--- config.mk ---
export PLATFORM = sky130hd
export DESIGN_NAME = piso_transmitter
export DESIGN_NICKNAME = d
export VERILOG_FILES = /design/src/rtl/piso_transmitter.sv
export SDC_FILE = /design/constraint.sdc
export NUM_CORES = 1
export LEC_CHECK = 0
export CAP_MARGIN = 25
export CORE_ASPECT_RATIO = 0.9
export CORE_MARGIN = 2
export CORE_UTILIZATION = 52
export DETAILED_ROUTE_END_ITERATION = 7
export GPL_TIMING_DRIVEN = 0
export PLACE_DENSITY = 0.87
export SYNTH_ARGS = -nofsm -noshare
export SYNTH_HDL_FRONTEND = slang
export SYNTH_SLANG_ARGS = --single-unit
--- constraint.sdc ---
create_clock -name clk -period 2.4 [get_ports clk]
set_input_delay 0.72 -clock clk [delete_from_list [all_inputs] [get_ports clk]]
set_output_delay 0.72 -clock clk [all_outputs]
set_load 0.005 [all_outputs]
--- src/rtl/piso_transmitter.sv ---
// Parallel-in serial-out transmitter: captures a WIDTH-bit word on start and
// shifts it out LSB first, one bit per clock, followed by a one-cycle done pulse.
// All outputs come straight from flops, so no input reaches an output in the
// same cycle.
module piso_transmitter #(
    parameter int unsigned WIDTH = 8
) (
    input  logic             clk,
    input  logic             rst,
    input  logic             start,
    input  logic [WIDTH-1:0] din,
    output logic             ready,
    output logic             sout,
    output logic             sout_valid,
    output logic             last,
    output logic             done
);

    // Counter holds the index of the bit currently on sout (0..WIDTH-1).
    localparam int unsigned CntW = (WIDTH > 1) ? $clog2(WIDTH) : 1;
    localparam logic [CntW-1:0] LastIdx = CntW'(WIDTH - 1);

    typedef enum logic [1:0] {
        StIdle,
        StShift,
        StDone
    } state_e;

    state_e           state_q, state_d;
    logic [WIDTH-1:0] shreg_q, shreg_d;
    logic [CntW-1:0]  cnt_q, cnt_d;
    logic             ready_q, ready_d;
    logic             sout_q, sout_d;
    logic             valid_q, valid_d;
    logic             last_q, last_d;
    logic             done_q, done_d;
    logic [CntW-1:0]  cnt_inc;

    // Only used where cnt_q < LastIdx, so the increment never wraps.
    assign cnt_inc = cnt_q + 1'b1;

    // Next-state and next-output decode; outputs are computed one cycle ahead
    // so they can be registered.
    always_comb begin
        state_d = state_q;
        shreg_d = shreg_q;
        cnt_d   = cnt_q;
        ready_d = ready_q;
        sout_d  = sout_q;
        valid_d = valid_q;
        last_d  = last_q;
        done_d  = done_q;

        unique case (state_q)
            StIdle: begin
                ready_d = 1'b1;
                sout_d  = 1'b0;
                valid_d = 1'b0;
                last_d  = 1'b0;
                done_d  = 1'b0;
                if (start) begin
                    state_d = StShift;
                    shreg_d = din;
                    cnt_d   = '0;
                    ready_d = 1'b0;
                    // Bit 0 goes out in the cycle right after acceptance.
                    sout_d  = din[0];
                    valid_d = 1'b1;
                    last_d  = 1'b0;
                end
            end

            StShift: begin
                ready_d = 1'b0;
                if (cnt_q == LastIdx) begin
                    state_d = StDone;
                    shreg_d = '0;
                    sout_d  = 1'b0;
                    valid_d = 1'b0;
                    last_d  = 1'b0;
                    done_d  = 1'b1;
                end else begin
                    cnt_d   = cnt_inc;
                    // shreg_q[0] is already on sout; bit 1 is the next one out.
                    shreg_d = shreg_q >> 1;
                    sout_d  = shreg_q[1];
                    valid_d = 1'b1;
                    last_d  = (cnt_inc == LastIdx);
                end
            end

            StDone: begin
                state_d = StIdle;
                cnt_d   = '0;
                ready_d = 1'b1;
                sout_d  = 1'b0;
                valid_d = 1'b0;
                last_d  = 1'b0;
                done_d  = 1'b0;
            end

            default: begin
                state_d = StIdle;
                shreg_d = '0;
                cnt_d   = '0;
                ready_d = 1'b1;
                sout_d  = 1'b0;
                valid_d = 1'b0;
                last_d  = 1'b0;
                done_d  = 1'b0;
            end
        endcase
    end

    // State, datapath and output registers with asynchronous reset.
    always_ff @(posedge clk or posedge rst) begin
        if (rst) begin
            state_q <= StIdle;
            shreg_q <= '0;
            cnt_q   <= '0;
            ready_q <= 1'b1;
            sout_q  <= 1'b0;
            valid_q <= 1'b0;
            last_q  <= 1'b0;
            done_q  <= 1'b0;
        end else begin
            state_q <= state_d;
            shreg_q <= shreg_d;
            cnt_q   <= cnt_d;
            ready_q <= ready_d;
            sout_q  <= sout_d;
            valid_q <= valid_d;
            last_q  <= last_d;
            done_q  <= done_d;
        end
    end

    assign ready      = ready_q;
    assign sout       = sout_q;
    assign sout_valid = valid_q;
    assign last       = last_q;
    assign done       = done_q;

endmodule

==> flow_metrics.py <==
metrics = {
    "grt": {
        "grt_start_max_net_pins": 18,
        "first_global_vias": 609,
        "grt_antenna_before_repair": 0,
        "grt_pass1_wl_mm": 2.670,
        "gr-usage-all-layers_pct": 19.56,
        "grt.overflow.total": 0,
    },
    "logic_synthesis": {
        "synth-warning-count": 0,
        "syn_avg_cell_area_sq_um": 11.09,
        "synth.cell_area_sq_um": 809.5,
        "synth_top_cells_by_area": "dfrtp_1 (49%), ha_1 (6.2%), dfstp_2 (3.2%)",
        "netlist_instances": 73,
        "post-synth-top-area-fraction_pct": 49.46,
        "yosysUniqueCellTypes": 30,
        "postSynthNetCount": 88,
        "synth_top_cell_by_area": "dfrtp_1",
        "ys_ff_latch": 17,
        "synth_seq_area_share_pct": 52.70,
    },
    "route": {
        "drcViolationCount": 0,
        "detail-route-antenna-nets": 0,
        "drt-initial-drc-count": 8,
        "detailedRoute.firstPassIterationCount": 4,
        "routed_wire_length_per_instance_microns": 13.93,
        "drt-vias-per-instance": 5.579,
        "drt_wl_total_mm": 1.490,
        "dr_total_vias": 597,
    },
    "finish": {
        "layout_commonest_cell": "dfrtp_1",
        "antenna-diode-count": 0,
        "drive_gt1_share_pct": 13.04,
        "layout.cells.most_common_list": "dfrtp_1 (16), clkdlybuf4s50_1 (15), nand2_1 (6), a21oi_1 (5)",
        "flow.area_growth_from_synthesis_pct": 24.11,
        "num-fill-cells": 104,
        "design.final.nets": 108,
    },
    "clock_network": {
        "cts_max_path_buffers": 2,
        "cts_setup_buffers": 0,
        "cts_buffers": 3,
        "clk_latency_ns": 0.29,
        "cts.clk_slew.worst_paths_ns": 0.10,
        "cts_hold_buffers": 0,
        "cts_tree": "done",
        "cts.root.buffer_cell": "clkbuf_4",
        "cts-resized-gates": 0,
        "cts.sink_count": 17,
        "cts_max_level": 1,
    },
    "timing": {
        "worst_slew_margin_rel_pct": 57.62,
        "timing.fmax_mhz": 496.7,
        "timing.final.crit_share_pct": 83.89,
        "worst_pin_slew_ns": 0.6350,
        "unrepaired_setup_endpoints_after_global_routing": "false",
        "setup_ws_ns": 0.3866,
        "final.min_clock_period_ns": 2.013,
        "skew_ns": 0.003885,
        "hold_violations": 0,
        "timing.setup.tns_ns": 0,
        "setup-violations-final": 0,
        "timing_max_transition_violations_final": 0,
    },
    "pwr": {
        "power_per_cell_area_nw_per_um2": 1124,
        "vdd_drop_max_uv": 697.1,
        "leakage_nw": 0.4656,
    },
    "worst_setup_path": {
        "critical_path_arrival_ns": 1.29,
        "worstSetupStartpointType": "flip-flop",
        "crit_type": "reg -> out",
        "critical_path.endpoint_type": "output port",
        "critical_path.max_stage_delay_ns": 0.52,
        "worstPathBufferInverterCount": 1,
        "worst-path-max-fanout": 1,
        "crit_slowest_cell": "dfstp_2",
        "worst_path_required_ns": 1.68,
        "critical_path.top_delay_family": "flip-flops",
        "critical_path.cell_chain": "clkdlybuf4s50_1",
    },
    "floorplanning": {
        "top_level_ports": 16,
        "core-area_sq_um": 1448,
        "fp.dieH_microns": 41.43,
        "initial_core_util_pct": 55.92,
        "floorplan.die.width_microns": 45.59,
        "dieArea_sq_um": 1889,
        "number_of_standard_cell_rows_in_the_floorplan": 13,
    },
    "placement": {
        "port_buffers": 15,
        "final_gp_congestion": 0.7968,
        "dp.final_hpwl_mm": 1.087,
        "worst_setup_slack_post_dpl_ns": 0.4719,
    },
    "status": {
        "status": "finished, final reports clean",
    },
    "worst_hold_path": {
        "timing.hold.worst.class": "reg -> reg",
    },
    "run": {
        "maxCapViolations": 0,
    },
}
metrics by stage:
stage / power [mW] / hold slack (ns) / cells / utilization, % / cell area, sq um
2_1_floorplan: 0.8212 / 0.4666 / 73 / - / 809.5
3_3_place_gp: 0.9663 / 0.4759 / 103 / 67.59 / 978.4
3_5_place_dp: 0.9870 / 0.4842 / 103 / 67.59 / 978.4
4_1_cts: 1.139 / 0.5045 / 107 / 69.40 / 1005
5_1_grt: 1.237 / 0.5400 / 107 / 69.40 / 1005
6_report: 1.130 / 0.5043 / 107 / 69.40 / 1005
kinds of logic (layout without fill, tap and decap cells):
family | Yosys count | in the layout | share of synthesized area [%]
muxes | 1 | 1 | 1.237
AOI/OAI and AO/OA | 19 | 19 | 15.61
and+or+nand+nor | 26 | 26 | 19.94
DFF | 17 | 17 | 52.70
adders and majority gates | 4 | 4 | 6.183
buffers and inverters | 6 | 25 | 4.327
registers in the layout, summed over array words and instances, names as in the netlist:
signal and flops:
shreg_q 7, cnt_q 3, state_q 2, done 1, last 1, ready 1, sout 1, sout_valid 1
routing by layer:
metal	vias to the layer above	GRT usage, %	routed length [microns]
li1	297	-	-
met1	283	29.14	759
met2	13	26.76	648
met3	4	4.348	52
met4	0	8.824	30
met5	-	0	0
where the power goes:
group	leakage (nW)	internal, mW	total [mW]	switching, mW
clock	0.0150	0.0646	0.151	0.0865
sequential	0.212	0.411	0.477	0.0656
combinational	0.239	0.264	0.502	0.238
cells in the mapped netlist:
cell / number
o21bai_1: 1
buf_4: 1
buf_2: 1
o21ai_0: 3
nor3_1: 1
buf_6: 1
a2bb2oi_1: 3
nand2b_4: 1
nor3b_2: 1
a21oi_1: 5
o21ai_1: 3
nand3b_1: 1
inv_1: 2
nand2_4: 1
mux2i_1: 1
nor2b_1: 1
ha_1: 4
nand3_1: 4
inv_2: 1
a31oi_1: 2
nand2_1: 6
a32o_1: 1
nor3b_1: 2
nor2_1: 3
dfrtp_1: 16
nand2b_1: 3
a2bb2oi_2: 1
and4_1: 1
and3b_1: 1
dfstp_2: 1
final timing paths:
check / to / depth (start not counted) / startpoint / slack, ns
min in group asynchronous: sout / 2 / rst / 0.80
max in group asynchronous: cnt_q[1] / 2 / rst / 1.19
min reg2reg: sout / 1 / shreg_q[1] / 0.50
max reg2reg: cnt_q[0] / 5 / cnt_q[0] / 0.84
max: ready / 1 / ready / 0.39
min: sout / 1 / shreg_q[1] / 0.50
layout make-up:
class	instances	area (sq um)	area share (%)
sequential	17	426.7	42.47
multi-input combinational	50	347.8	34.62
timing repair buffer	15	150.1	14.94
clock buffer	4	26.28	2.615
buffer	3	23.77	2.366
tap	15	18.77	1.868
inverter	3	11.26	1.121
(Power assumes the default switching activity.)
